$ cat src/rtl/sr_latch_monitor.sv
`default_nettype none
// +----------------------------------------------------------------------------+
// | Module      : sr_latch_monitor                                             |
// | Description : Clocked observer for a cross-coupled NAND set/reset latch;  |
// |               tracks expected state, checks q/qbar, counts events and     |
// |               flags illegal drive and release races.                      |
// |               Optional macro SR_MON_GLITCH_FILTER_EN: a code must be seen |
// |               on two consecutive synced cycles before it is accepted.     |
// | Revision    : 1.0 - initial release                                        |
// +----------------------------------------------------------------------------+
module sr_latch_monitor #(
  parameter int SETTLE_CYC = 3,
  parameter int CNT_W      = 8
) (
  input  logic             clk,
  input  logic             rst,
  input  logic             preset_n,
  input  logic             clear_n,
  input  logic             q,
  input  logic             qbar,
  input  logic             err_clr,
  output logic             state_valid,
  output logic             latch_state,
  output logic             checking,
  output logic [CNT_W-1:0] set_cnt,
  output logic [CNT_W-1:0] clr_cnt,
  output logic             err_mismatch,
  output logic             err_illegal,
  output logic             err_race
);

  typedef enum logic [1:0] {
    ST_UNKNOWN = 2'd0,
    ST_SETTLE  = 2'd1,
    ST_STABLE  = 2'd2,
    ST_FORCED  = 2'd3
  } state_t;

  localparam logic [3:0]       c_settle_init = 4'(SETTLE_CYC);
  localparam logic [3:0]       c_sync_rst    = 4'b1100;
  localparam logic [CNT_W-1:0] c_cnt_max     = '1;

  // Bit order in both sync stages: {preset_n, clear_n, q, qbar}
  logic [3:0]       meta_q, meta_d;
  logic [3:0]       sync_q, sync_d;
  logic [1:0]       code_prev_q, code_prev_d;
  state_t           state_q, state_d;
  logic [3:0]       settle_cnt_q, settle_cnt_d;
  logic [1:0]       exp_q, exp_d;
  logic             exp_known_q, exp_known_d;
  logic             state_valid_q, state_valid_d;
  logic             latch_state_q, latch_state_d;
  logic             checking_q, checking_d;
  logic [CNT_W-1:0] set_cnt_q, set_cnt_d;
  logic [CNT_W-1:0] clr_cnt_q, clr_cnt_d;
  logic             err_mismatch_q, err_mismatch_d;
  logic             err_illegal_q, err_illegal_d;
  logic             err_race_q, err_race_d;

  logic [1:0] w_code;
  logic [1:0] w_qs;
  logic       w_pending;
  logic       w_accept;
  logic       w_cmp_en;
  logic       w_illegal_set;
  logic       w_race_set;

  assign w_code    = sync_q[3:2];
  assign w_qs      = sync_q[1:0];
  assign w_pending = (w_code != code_prev_q);

`ifdef SR_MON_GLITCH_FILTER_EN
  logic [1:0] code_hold_q, code_hold_d;
  assign code_hold_d = w_code;
  assign w_accept    = w_pending && (w_code == code_hold_q);
  always_ff @(posedge clk) begin
    if (rst) code_hold_q <= 2'b11;
    else     code_hold_q <= code_hold_d;
  end
`else
  assign w_accept = w_pending;
`endif

  // Comparison is held off while a drive change is in flight, so q/qbar
  // moving alongside the drive never looks like a mismatch.
  assign w_cmp_en = !w_pending &&
                    ((state_q == ST_STABLE) || (state_q == ST_FORCED) ||
                     ((state_q == ST_SETTLE) && (settle_cnt_q == 4'd1) && exp_known_q));

  always_comb begin
    meta_d        = {preset_n, clear_n, q, qbar};
    sync_d        = meta_q;
    code_prev_d   = code_prev_q;
    state_d       = state_q;
    settle_cnt_d  = settle_cnt_q;
    exp_d         = exp_q;
    exp_known_d   = exp_known_q;
    state_valid_d = state_valid_q;
    latch_state_d = latch_state_q;
    checking_d    = checking_q;
    set_cnt_d     = set_cnt_q;
    clr_cnt_d     = clr_cnt_q;
    w_illegal_set = 1'b0;
    w_race_set    = 1'b0;

    if (w_accept) begin
      code_prev_d  = w_code;
      state_d      = ST_SETTLE;
      settle_cnt_d = c_settle_init;
      checking_d   = 1'b0;
      case (w_code)
        2'b01: begin
          exp_d         = 2'b10;
          exp_known_d   = 1'b1;
          latch_state_d = 1'b1;
          state_valid_d = 1'b1;
          if (set_cnt_q != c_cnt_max) set_cnt_d = set_cnt_q + CNT_W'(1);
        end
        2'b10: begin
          exp_d         = 2'b01;
          exp_known_d   = 1'b1;
          latch_state_d = 1'b0;
          state_valid_d = 1'b1;
          if (clr_cnt_q != c_cnt_max) clr_cnt_d = clr_cnt_q + CNT_W'(1);
        end
        2'b00: begin
          exp_d         = 2'b11;
          exp_known_d   = 1'b1;
          state_valid_d = 1'b0;
          w_illegal_set = 1'b1;
        end
        default: begin
          if (code_prev_q == 2'b00) begin
            exp_known_d   = 1'b0;
            state_valid_d = 1'b0;
            w_race_set    = 1'b1;
          end else begin
            exp_d         = {latch_state_q, ~latch_state_q};
            exp_known_d   = 1'b1;
            state_valid_d = 1'b1;
          end
        end
      endcase
    end else begin
      case (state_q)
        ST_SETTLE: begin
          if (settle_cnt_q == 4'd1) begin
            if (!exp_known_q) begin
              state_d       = ST_UNKNOWN;
              state_valid_d = 1'b0;
              checking_d    = 1'b0;
            end else if (code_prev_q == 2'b00) begin
              state_d       = ST_FORCED;
              state_valid_d = 1'b0;
              checking_d    = 1'b1;
            end else begin
              state_d       = ST_STABLE;
              state_valid_d = 1'b1;
              checking_d    = 1'b1;
            end
          end else begin
            settle_cnt_d = settle_cnt_q - 4'd1;
          end
        end
        ST_UNKNOWN: begin
          if ((w_qs[1] != w_qs[0]) && (w_code == 2'b11)) begin
            latch_state_d = w_qs[1];
            exp_d         = w_qs;
            exp_known_d   = 1'b1;
            state_d       = ST_STABLE;
            state_valid_d = 1'b1;
            checking_d    = 1'b1;
          end
        end
        default: begin
        end
      endcase
    end

    // Sticky flags: a new error in the same cycle as err_clr wins
    err_mismatch_d = (w_cmp_en && (w_qs != exp_q)) || (err_mismatch_q && !err_clr);
    err_illegal_d  = w_illegal_set || (err_illegal_q && !err_clr);
    err_race_d     = w_race_set || (err_race_q && !err_clr);
  end

  always_ff @(posedge clk) begin
    if (rst) begin
      meta_q         <= c_sync_rst;
      sync_q         <= c_sync_rst;
      code_prev_q    <= 2'b11;
      state_q        <= ST_UNKNOWN;
      settle_cnt_q   <= 4'd0;
      exp_q          <= 2'b00;
      exp_known_q    <= 1'b0;
      state_valid_q  <= 1'b0;
      latch_state_q  <= 1'b0;
      checking_q     <= 1'b0;
      set_cnt_q      <= '0;
      clr_cnt_q      <= '0;
      err_mismatch_q <= 1'b0;
      err_illegal_q  <= 1'b0;
      err_race_q     <= 1'b0;
    end else begin
      meta_q         <= meta_d;
      sync_q         <= sync_d;
      code_prev_q    <= code_prev_d;
      state_q        <= state_d;
      settle_cnt_q   <= settle_cnt_d;
      exp_q          <= exp_d;
      exp_known_q    <= exp_known_d;
      state_valid_q  <= state_valid_d;
      latch_state_q  <= latch_state_d;
      checking_q     <= checking_d;
      set_cnt_q      <= set_cnt_d;
      clr_cnt_q      <= clr_cnt_d;
      err_mismatch_q <= err_mismatch_d;
      err_illegal_q  <= err_illegal_d;
      err_race_q     <= err_race_d;
    end
  end

  assign state_valid  = state_valid_q;
  assign latch_state  = latch_state_q;
  assign checking     = checking_q;
  assign set_cnt      = set_cnt_q;
  assign clr_cnt      = clr_cnt_q;
  assign err_mismatch = err_mismatch_q;
  assign err_illegal  = err_illegal_q;
  assign err_race     = err_race_q;

endmodule
`default_nettype wire

$ cat config.mk
export PLATFORM = sky130hd
export DESIGN_NAME = sr_latch_monitor
export DESIGN_NICKNAME = d
export VERILOG_FILES = /design/src/rtl/sr_latch_monitor.sv
export SDC_FILE = /design/constraint.sdc
export NUM_CORES = 1
export LEC_CHECK = 0
export CORE_AREA = 2 2 66 68
export DETAILED_ROUTE_END_ITERATION = 12
export DIE_AREA = 0 0 68 70
export GPL_TIMING_DRIVEN = 0
export PLACE_DENSITY = 0.79
export SETUP_SLACK_MARGIN = 0.05
export SYNTH_ARGS = -nofsm -noshare
export SYNTH_HDL_FRONTEND = slang
export SYNTH_SLANG_ARGS = --single-unit
$ cat constraint.sdc
create_clock -name clk -period 4 [get_ports clk]
set_input_delay 1.2 -clock clk [delete_from_list [all_inputs] [get_ports clk]]
set_output_delay 1.2 -clock clk [all_outputs]
set_load 0.03 [all_outputs]
Yosys cells after proc, flatten, opt, wreduce, memory -nomap -nowiden:

Cells that the tools add are included.

* add/sub/neg operators: 3
* reduce and logical (&&, ||, !) cells: 35
* bitwise operators: 2
* multiplexer cells: 36
* equal/unequal tests: 19

Operator list (count)
* 1-bit two-way mux: 20
* 2-bit two-way mux: 10
* 3-bit AND reduction: 6
* 8-bit by 1-bit adder with 8-bit output (second input constant): 2
* 8-bit inequality test (second input constant): 2
* 2-bit equality test (second input constant): 4
* 1-bit logical AND: 8
* 1-bit one-hot mux with 2 select lines: 4
* 2-bit nonzero test: 4
* 2-bit zero test: 3
* 2-bit one-hot mux with 3 select lines: 1
* 2-bit AND reduction: 3
* 1-bit logical OR: 5
* 5-bit by 2-bit inequality test with 1-bit output (second input constant): 1
* 2-bit by 1-bit equality test with 1-bit output (second input constant): 2
* 4-bit by 1-bit equality test with 1-bit output (second input constant): 1
* 2-bit inequality test: 2
* 2-bit inequality test (second input constant): 2
* 2-bit one-hot mux with 2 select lines: 1
* 2-bit OR reduction: 2
* 4-bit by 1-bit subtractor with 4-bit output (second input constant): 1
* 3-bit by 1-bit inequality test with 1-bit output (second input constant): 1
* 3-bit by 2-bit inequality test with 1-bit output (second input constant): 1
* 3-bit inequality test (second input constant): 1
* other kinds (6): 8

* output and inout port bits: 22
* input bits: 7
* logic and storage cells: 112
* register bits: 41

Depth between registers and ports, before layout:

* depth after elaboration: 7
* gate-level depth with buffers: 6
* gate-level depth less buffers: 6

Worst setup path before layout:

OpenSTA, ideal clock, no wires.

* kind: input -> register
* from: in rst
* to: reg meta_q[2]
* path buffers: 2
* path slack: 2.026 ns
* setup time: 0.123 ns
* arrival: 1.850 ns
* stages: 3
* required time: 3.877 ns
* path through: clkbuf_1 -> clkbuf_1 -> or2_2

RTL lines
* start, declared: line 16 `input logic rst,`
* end signal, assigned: line 188 `meta_q <= c_sync_rst;`
* end signal, assigned: line 204 `meta_q <= meta_d;`
* end, declared: line 44 `logic [3:0] meta_q, meta_d;`

No word-level cell between the ends.

Final worst setup path:

* from: reg clr_cnt_q[2] (netlist: clr_cnt[2])
* to: out clr_cnt[2]

RTL lines
* start, declared: line 55 `logic [CNT_W-1:0] clr_cnt_q, clr_cnt_d;`
* start signal, assigned: line 215 `clr_cnt_q <= clr_cnt_d;`
* end, declared: line 26 `output logic [CNT_W-1:0] clr_cnt,`

No word-level cell between the ends.

==> flow_summary.ini <==
[outcome]
status = complete, no violations

[cts]
cts_root_buffer = clkbuf_8
numCtsBuffers = 5
hold_buffers = 0
htreeDepth = 2
post-cts-setup-buffer-count = 0
cts_resized = 0
clock_sinks = 40
cts_buffer_depth = 2
clk_pin_slew_ps = 70
cts_tree = yes
clock_latency_ps = 280

[floorplan]
initial_core_util_pct = 46.62
io_pins = 29
num_rows = 24
core_sq_um = 4144
die-area_sq_um = 4760
dieHeight_microns = 70
die_width_microns = 68

[timing]
finalSetupViolations = 0
fin_skew_ps = 3.278
worst_slew_pin_slew_ps = 601.7
drv_slew = 0
rsz0062_at_grt = no
period_share_pct = 66.27
setup_tns_ps = 0
fmax_ghz = 0.3772
timing_hold_violations_final = 0
fin_crit_ps = 2651
slew_headroom_pct = 59.88

[critical_path]
start_kind = flip-flop
regToRegStartpoint = sync_q[3]$_SDFF_PP1_
critical_path_arrival_ps = 1450
reg2reg_depth = 4
path_buf_inv = 1
r2r_slack_ps = 2090
end_kind = output pin
cp.required_ps = 2800
crit_path_max_incr_delay_ps = 720
crit_type = reg -> out
crit_path_top_delay_cell = clkdlybuf4s50_1
crit_chain = clkdlybuf4s50_1
r2r-end = clr_cnt[4]$_SDFFE_PP0P_
crit_family = buffers and inverters
crit_fanout = 7

[synth]
ys_seq_area_share_pct = 41.45
yosysUniqueCellTypes = 50
ys.flop_type = dfxtp_1
async_flop_share_pct = 0
synth_cells = 210
synth_edf_count = 0
synth.cell_area_sq_um = 1932
yosysWarnings = 0
syn_nets = 226
ys_ff_latch = 40
syn-mean-instance-area_sq_um = 9.199

[hold_path]
hp-class = reg -> reg
hold_end = sync_q[2]$_SDFF_PP1_
hold_depth = 1
hold_path.startpoint = meta_q[2]$_SDFF_PP1_

[final_layout]
n_antenna_cell = 0
final_cell_mix = dfxtp_1 (40), clkdlybuf4s50_1 (27), a21oi_1 (18), nand2_1 (12), nor3_1 (12)
syn_to_final_growth_pct = 22.02
fin_area_sq_um = 2357
final_common_cell = dfxtp_1
nNetsFinal = 260
final_layout_size_suffix_gt1_share_pct = 8.571

[drt]
route.vias.total = 1663
drt_iter0_drc = 95
wire_per_inst_microns = 13.11
drtPass1Iterations = 4
via_per_inst = 5.599
routed_wl_microns = 3894
drc_errors = 0
antenna_left = 0

[job]
maxCapViolCount = 0

[global_routing]
grt_use_total_pct = 18.23
grtUsageMet3_pct = 4.831
grtUsageMet2_pct = 27.08
grt_pass1_vias = 1499
grt_pass1_wl_microns = 6748
grt_max_degree = 12
antenna_found_initial = 0
met1_usage_pct = 25.51
top_usage_layer = met2
grt_overflow_total = 0

[placed_design]
gp_congestion = 0.8471
placed_area_sq_um = 2267
portBuffers = 27
hpwlAfterDp_microns = 2831

[power_and_ir_drop]
power_leakage_nw = 0.8330
vdd_drop_max_uv = 226.8
power_density_nw_per_um2 = 347.6
flip-flops by register name (all words and copies together) (netlist names), 2 cells and up:
name          count
meta_q            4
exp_q             2
clr_cnt           8
code_prev_q       2
set_cnt           8
state_q           2
sync_q            4
settle_cnt_q      4
layout make-up:
type,count,area (sq um)
fillers,384,1787
multi-input cells,154,1064
flip-flops and latches,40,800.8
repair buffers,27,270.3
clock buffers,8,90.09
well taps,52,65.06
plain buffers,7,33.78
inverters,9,33.78
metal layers:
| metal | share of wire, % | up-vias | wire (microns) |
|---|---|---|---|
| li1 | - | 840 | - |
| met1 | 46 | 774 | 1775 |
| met2 | 48 | 41 | 1865 |
| met3 | 5.1 | 8 | 197 |
| met4 | 1.4 | 0 | 56 |
| met5 | 0 | - | 0 |
worst max-delay path by stage:
stage                             from                   end  slack (ps)  cells after the start
6_report       clr_cnt[2]$_SDFFE_PP0P_            clr_cnt[2]        1350                      1
5_1_grt        set_cnt[0]$_SDFFE_PP0P_            set_cnt[0]        1300                      1
4_1_cts        set_cnt[2]$_SDFFE_PP0P_            set_cnt[2]        1340                      1
3_5_place_dp   set_cnt[2]$_SDFFE_PP0P_            set_cnt[2]        1650                      1
3_3_place_gp   clr_cnt[2]$_SDFFE_PP0P_            clr_cnt[2]        1660                      1
2_1_floorplan                      rst  meta_q[2]$_SDFF_PP1_        2030                      3
cells by family (layout without fill, tap and decap cells):
family	after synthesis	in the layout	synth area share, %
AOI/OAI and AO/OA	54	54	19.50
muxes	4	4	2.202
DFF	40	40	41.45
buffers and inverters	16	51	3.497
and+or+nand+nor	77	77	22.21
adders and majority gates	9	9	5.829
xor gates and xnor gates	10	10	5.311
cell usage after synthesis (2+ instances only):
cell / instances / share of area, %
dfxtp_1: 40 / 41
a21oi_1: 18 / 4.7
nand2_1: 12 / 2.3
nor3_1: 12 / 3.1
ha_1: 9 / 5.8
inv_1: 9 / 1.7
nor2b_1: 9 / 2.9
nor2_1: 8 / 1.6
clkbuf_1: 6 / 1.2
nand3_1: 6 / 1.6
o31ai_1: 6 / 2.3
or4_1: 6 / 2.3
xnor2_1: 6 / 2.7
nor4_1: 4 / 1.3
or2_2: 4 / 1.3
a211oi_1: 3 / 1.2
a311oi_1: 3 / 1.4
a31oi_1: 3 / 0.97
and3_1: 3 / 0.97
o21a_1: 3 / 1.2
o21ai_0: 3 / 0.78
a221oi_1: 2 / 0.91
and2_1: 2 / 0.65
mux2_2: 2 / 1.2
mux2i_1: 2 / 1.0
nand2b_1: 2 / 0.65
nand4_1: 2 / 0.65
xor2_1: 2 / 0.91
xor2_2: 2 / 1.7
where the power goes:
part           internal (mW)  switching [mW]
clock                  0.141           0.127
combinational         0.0536          0.0640
sequential             0.417          0.0168
total                  0.611           0.208
through the flow:
| step | total power [mW] | utilization, % | hold slack, ps | setup slack, ps | cells |
|---|---|---|---|---|---|
| after global routing | 0.8602 | 56.88 | 419.6 | 1298 | 297 |
| after detailed placement | 0.5599 | 54.71 | 395.2 | 1647 | 289 |
| after global placement | 0.5577 | 54.71 | 392.7 | 1662 | 289 |
| after floorplan | 0.5256 | - | 389.5 | 2026 | 210 |
| after CTS | 0.8296 | 56.88 | 412.5 | 1342 | 297 |
| final | 0.8194 | 56.88 | 413.9 | 1349 | 297 |
Power figures use the tool's default switching activity.
